**config.mk**
```make
export PLATFORM = sky130hd
export DESIGN_NAME = limber_gnrl_ldarb_flat
export DESIGN_NICKNAME = d
export VERILOG_FILES = /design/src/rtl/limber_gnrl_ldarb_if.sv /design/src/rtl/limber_gnrl_ldarb.sv /design/src/flat_wrapper.sv
export SDC_FILE = /design/constraint.sdc
export NUM_CORES = 1
export LEC_CHECK = 0
export ABC_AREA = 1
export BUFFER_PORTS_ARGS = -buffer_cell sky130_fd_sc_hd__buf_4
export CORE_MARGIN = 8
export CORE_UTILIZATION = 46
export DETAILED_ROUTE_END_ITERATION = 16
export PLACE_DENSITY = 0.88
export SYNTH_ARGS = -nofsm -noshare
export SYNTH_HDL_FRONTEND = slang
export SYNTH_SLANG_ARGS = --single-unit
```
**constraint.sdc**
```tcl
create_clock -name clk -period 5.9 [get_ports clk]
set_input_delay 1.475 -clock clk [delete_from_list [all_inputs] [get_ports clk]]
set_output_delay 1.475 -clock clk [all_outputs]
set_load 0.05 [all_outputs]
```
**src/rtl/limber_gnrl_ldarb_if.sv**
```systemverilog
// Handshake and shared-register write bundle for limber_gnrl_ldarb.
interface limber_gnrl_ldarb_if #(
  parameter int unsigned NREQ = 4,
  parameter int unsigned DW   = 8,
  parameter int unsigned IW   = 2
);
  logic               stall;
  logic [NREQ-1:0]    req_vld;
  logic [NREQ*DW-1:0] req_dat;
  logic [NREQ-1:0]    req_lock;
  logic [NREQ-1:0]    req_rdy;
  logic               wr_lden;
  logic [DW-1:0]      wr_dnxt;
  logic [IW-1:0]      wr_gid;

  modport master (
    output stall, req_vld, req_dat, req_lock,
    input  req_rdy, wr_lden, wr_dnxt, wr_gid
  );

  modport slave (
    input  stall, req_vld, req_dat, req_lock,
    output req_rdy, wr_lden, wr_dnxt, wr_gid
  );
endinterface

```
**src/rtl/limber_gnrl_ldarb.sv**
```systemverilog
// Round-robin write arbiter feeding one shared lden/dnxt register.
// Optional burst locking is enabled by defining LIMBER_GNRL_LDARB_LOCK_EN.
module limber_gnrl_ldarb #(
  parameter int unsigned NREQ     = 4,
  parameter int unsigned DW       = 8,
  parameter int unsigned IW       = 2,
  parameter int unsigned LOCK_MAX = 8
) (
  input  logic                 clk,
  input  logic                 rst,
  limber_gnrl_ldarb_if.slave   bus
);

  logic [IW-1:0]   ptr;
  logic [NREQ-1:0] elig;
  logic [NREQ-1:0] gnt;
  logic            hi_found;
  logic            lo_found;
  logic [IW-1:0]   hi_id;
  logic [IW-1:0]   lo_id;
  logic [IW-1:0]   gid;
  logic [IW-1:0]   gid_inc;
  logic            hs;
  logic [DW-1:0]   sel_dat;

`ifdef LIMBER_GNRL_LDARB_LOCK_EN
  localparam int unsigned CW = 8;

  typedef enum logic [0:0] {IDLE, LOCKED} state_t;

  state_t          state;
  logic [IW-1:0]   owner;
  logic [IW-1:0]   owner_inc;
  logic [CW-1:0]   cnt;
  logic [NREQ-1:0] owner_mask;
  logic            owner_vld;
  logic            owner_lock;
  logic            gnt_lock;

  assign owner_mask = NREQ'(1) << owner;
  assign owner_vld  = |(bus.req_vld & owner_mask);
  assign owner_lock = |(bus.req_lock & owner_mask);
  assign gnt_lock   = |(bus.req_lock & gnt);
  assign owner_inc  = (owner == IW'(NREQ - 1)) ? '0 : owner + IW'(1);
`else
  logic unused_cfg;
  assign unused_cfg = ^{bus.req_lock, 8'(LOCK_MAX)};
`endif

  // Pick the lowest eligible index at/after ptr, else the lowest below ptr.
  always_comb begin
    elig = bus.req_vld;
`ifdef LIMBER_GNRL_LDARB_LOCK_EN
    if (state == LOCKED) elig = bus.req_vld & owner_mask;
`endif
    hi_found = 1'b0;
    lo_found = 1'b0;
    hi_id    = '0;
    lo_id    = '0;
    for (int i = int'(NREQ) - 1; i >= 0; i--) begin
      if (elig[i]) begin
        if (IW'(i) >= ptr) begin
          hi_found = 1'b1;
          hi_id    = IW'(i);
        end else begin
          lo_found = 1'b1;
          lo_id    = IW'(i);
        end
      end
    end
    gid = hi_found ? hi_id : lo_id;
    hs  = (hi_found | lo_found) & ~bus.stall & rst;
    gnt = hs ? (NREQ'(1) << gid) : '0;
  end

  assign bus.req_rdy = gnt;
  assign gid_inc     = (gid == IW'(NREQ - 1)) ? '0 : gid + IW'(1);

  always_comb begin
    sel_dat = '0;
    for (int i = 0; i < int'(NREQ); i++) begin
      if (gid == IW'(i)) sel_dat = bus.req_dat[i*DW +: DW];
    end
  end

  always_ff @(posedge clk) begin
    if (!rst) begin
      ptr         <= '0;
      bus.wr_lden <= 1'b0;
      bus.wr_dnxt <= '0;
      bus.wr_gid  <= '0;
`ifdef LIMBER_GNRL_LDARB_LOCK_EN
      state       <= IDLE;
      owner       <= '0;
      cnt         <= '0;
`endif
    end else begin
      bus.wr_lden <= hs;
      if (hs) begin
        bus.wr_dnxt <= sel_dat;
        bus.wr_gid  <= gid;
      end
`ifdef LIMBER_GNRL_LDARB_LOCK_EN
      case (state)
        IDLE: begin
          if (hs) begin
            // A one-grant burst limit means the lock never actually engages.
            if (gnt_lock && (LOCK_MAX > 1)) begin
              state <= LOCKED;
              owner <= gid;
              cnt   <= CW'(1);
            end else begin
              ptr <= gid_inc;
            end
          end
        end
        LOCKED: begin
          if (!bus.stall) begin
            if (!owner_vld || !owner_lock || (cnt + CW'(1) >= CW'(LOCK_MAX))) begin
              state <= IDLE;
              cnt   <= '0;
              ptr   <= owner_inc;
            end else begin
              cnt <= cnt + CW'(1);
            end
          end
        end
        default: state <= IDLE;
      endcase
`else
      if (hs) ptr <= gid_inc;
`endif
    end
  end

endmodule

```
**src/flat_wrapper.sv**
```systemverilog
// flat-port wrapper written by rule: the top's interface ports become plain ports
module limber_gnrl_ldarb_flat 
#(
  parameter int unsigned NREQ     = 4,
  parameter int unsigned DW       = 8,
  parameter int unsigned IW       = 2,
  parameter int unsigned LOCK_MAX = 8
)
  (clk, rst, bus_stall, bus_req_vld, bus_req_dat, bus_req_lock, bus_req_rdy, bus_wr_lden, bus_wr_dnxt, bus_wr_gid);
  limber_gnrl_ldarb_if #(.NREQ(NREQ), .DW(DW), .IW(IW)) bus_i ();
  input  logic clk;
  input  logic rst;
  input wire logic [$bits(bus_i.stall)-1:0] bus_stall;
  input wire logic [$bits(bus_i.req_vld)-1:0] bus_req_vld;
  input wire logic [$bits(bus_i.req_dat)-1:0] bus_req_dat;
  input wire logic [$bits(bus_i.req_lock)-1:0] bus_req_lock;
  output wire logic [$bits(bus_i.req_rdy)-1:0] bus_req_rdy;
  output wire logic [$bits(bus_i.wr_lden)-1:0] bus_wr_lden;
  output wire logic [$bits(bus_i.wr_dnxt)-1:0] bus_wr_dnxt;
  output wire logic [$bits(bus_i.wr_gid)-1:0] bus_wr_gid;
  assign bus_i.stall = bus_stall;
  assign bus_i.req_vld = bus_req_vld;
  assign bus_i.req_dat = bus_req_dat;
  assign bus_i.req_lock = bus_req_lock;
  assign bus_req_rdy = bus_i.req_rdy;
  assign bus_wr_lden = bus_i.wr_lden;
  assign bus_wr_dnxt = bus_i.wr_dnxt;
  assign bus_wr_gid = bus_i.wr_gid;
  limber_gnrl_ldarb #(.NREQ(NREQ), .DW(DW), .IW(IW), .LOCK_MAX(LOCK_MAX)) u_core (.clk(clk), .rst(rst), .bus(bus_i));
endmodule
```
==> flow_metrics.tcl <==
set metrics [dict create \
    path_max_fanout 17 \
    die_h_um 61.6 \
    wl_per_cell_um 13.2 \
    fin_tns_setup_ns 0 \
    synth_area_sq_um 957 \
    cts_resized 0 \
    fin_crit_sh 0.775 \
    final_net_count 249 \
    grtUsageTotal 0.165 \
    drtIter0Drc 61 \
    clk_latency_ns 0.29 \
    hp-start "u_core.bus.wr_dnxt[7]" \
    first_pass_iters 4 \
    grt_max_degree 18 \
    synth_common_cells "nand2_1, o21ai_0, inv_1" \
    htree_levels 1 \
    initial_core_util 0.488 \
    hold_buffers 0 \
    synth.most_common_cell "nand2_1" \
    worstReg2RegEnd "u_core.bus.wr_dnxt[0]" \
    wirelength_um 3010 \
    synth_area_leaders "dfxtp_1, nand2_1, o21ai_0, inv_1, a21oi_1" \
    slew_headroom 0.681 \
    max_freq_mhz 219 \
    syn_area_per_cell_sq_um 6.34 \
    finalPower_uw 295 \
    coreArea_sq_um 1960 \
    reg2reg_depth 13 \
    period_minus_slack_ns 4.57 \
    reg2reg_slack_ns 3.60 \
    finalHoldViolCount 0 \
    gp_congestion 0.998 \
    clock_sinks 13 \
    tightest_slew_ns 0.478 \
    synth_cell_types 20 \
    via_count 1102 \
    total_leakage_power_nw 0.743 \
    ioPinCount 58 \
    post_drt_via_cell_ratio 4.83 \
    timing.rr.start "u_core.ptr[1]" \
    clockBufferDepth 2 \
    areaGrowthSynthToFinish_pct 42.7 \
    ys_seq_area_frac 0.272 \
    netlist.area_leader.share 0.272 \
    critPathKind "primary input to output pin" \
    yosys.area.top_type "dfxtp_1" \
    cts_setup_buffers 0 \
    grt_pass1_vias 1045 \
    async_flop_share 0 \
    dieArea_sq_um 3800 \
    num_rows 16 \
    end_kind "output pin" \
    setup_violations 0 \
    critPathArrivalTime_ns 3.10 \
    cts_tree "done" \
    root_buffer "clkbuf_4" \
    syn_nets 198 \
    antenna_found_initial 0 \
    synth_flop_cell "dfxtp_1" \
    antenna_cells 0 \
    dp_hpwl_um 2480 \
    ys_seq_elements 13 \
    syn_inst 151 \
    yosys_warnings 0 \
    min_path_cells 2 \
    rsz0062_at_grt "false" \
    maxSlewViolCount 0 \
    clock_skew_ns 0.0107 \
    cellPowerDensity_nw_per_um2 216 \
    die_w_um 61.6 \
    hold_slack_ns 0.473 \
    grt-ovfl-total 0 \
    clk_pin_slew_worst_paths_ns 0.07 \
    synth_edf_count 0 \
    ir_worst_vdd_uv 162 \
    drc 0 \
    min_path_type "register to register" \
    ant_nets 0 \
    drive_above_1_share 0.343 \
    min_to "u_core.bus.wr_dnxt[7]" \
    port_buffers 53 \
    numCtsBuffers 3 \
    outcome "completed" \
    maxCapViolCount 0 \
    start_kind "primary input" \
    worstPathRequired_ns 4.43 \
    grt_pass1_wl_um 4710 \
]
per-stage QoR:
| stage | area, sq um | cells | util | setup slack (ns) |
|---|---|---|---|---|
| 6_report | 1370 | 228 | 0.696 | 1.33 |
| 5_1_grt | 1370 | 228 | 0.696 | 1.18 |
| 4_1_cts | 1370 | 228 | 0.696 | 1.31 |
| 3_5_place_dp | 1340 | 224 | 0.683 | 1.32 |
| 3_3_place_gp | 1340 | 224 | 0.683 | 1.41 |
| 2_1_floorplan | 957 | 151 | - | 1.41 |
area by class of cell:
class	instances	area (sq um)
Clock buffer	4	26.3
Fill cell	186	596
Inverter	14	52.6
Multi-Input combinational cell	117	596
Sequential cell	13	260
Tap cell	27	33.8
Timing Repair Buffer	53	398
worst max-delay path: stages:
cell     delay [ns]
buf_4          0.12
inv_1          0.05
nand2_1        0.05
nor2_2         0.11
nand2_1        0.07
a21oi_1        0.25
ha_1           0.52
nand3_1        0.18
inv_1          0.08
buf_4          0.19
power by group:
part / internal (mW) / switching [mW]
Combinational: 0.0504 / 0.0855
Clock: 0.0263 / 0.0302
Sequential: 0.0969 / 0.00540
Total: 0.174 / 0.121
layer usage:
metal,vias to the layer above,GRT usage,share of wire
met4,0,0.0779,0.018
met1,480,0.192,0.39
met5,-,0,0
met3,5,0.0397,0.11
li1,574,-,-
met2,43,0.275,0.48
state kept, by name (all words and copies together) (netlist names):
register and cells:
u_core.ptr 2, u_core.bus.wr_lden 1, u_core.bus.wr_dnxt 8, u_core.bus.wr_gid 2
how the worst max path moves through the flow:
stage,endpoint,cells after the start,from
finish,bus_req_rdy[3],10,bus_req_vld[1]
global route,bus_req_rdy[3],10,bus_req_vld[1]
CTS,bus_req_rdy[3],10,bus_req_vld[1]
detailed placement,bus_req_rdy[3],10,bus_req_vld[1]
global placement,bus_req_rdy[3],10,bus_req_vld[1]
floorplan,bus_req_rdy[2],9,bus_req_vld[1]
layout by cell type (no fill, tap or decap):
| master | n |
|---|---|
| a21oi_1 | 10 |
| o21a_1 | 1 |
| nand2_4 | 2 |
| clkbuf_1 | 1 |
| o21ai_0 | 15 |
| nand2_1 | 54 |
| nor2_2 | 3 |
| nor2_8 | 1 |
| ha_1 | 4 |
| a21oi_4 | 1 |
| dfxtp_1 | 13 |
| nand3_1 | 10 |
| nor2_4 | 1 |
| inv_1 | 14 |
| nand2_2 | 5 |
| clkbuf_4 | 3 |
| nor2_1 | 8 |
| buf_4 | 53 |
| o21ai_1 | 2 |
logic make-up after synthesis:
logic type,share of synthesized area
fa+ha+maj,0.0523
flops,0.272
buf+inv,0.106
simple gates,0.404
compound gates,0.166
No activity file was read; power rests on OpenSTA's default activity.
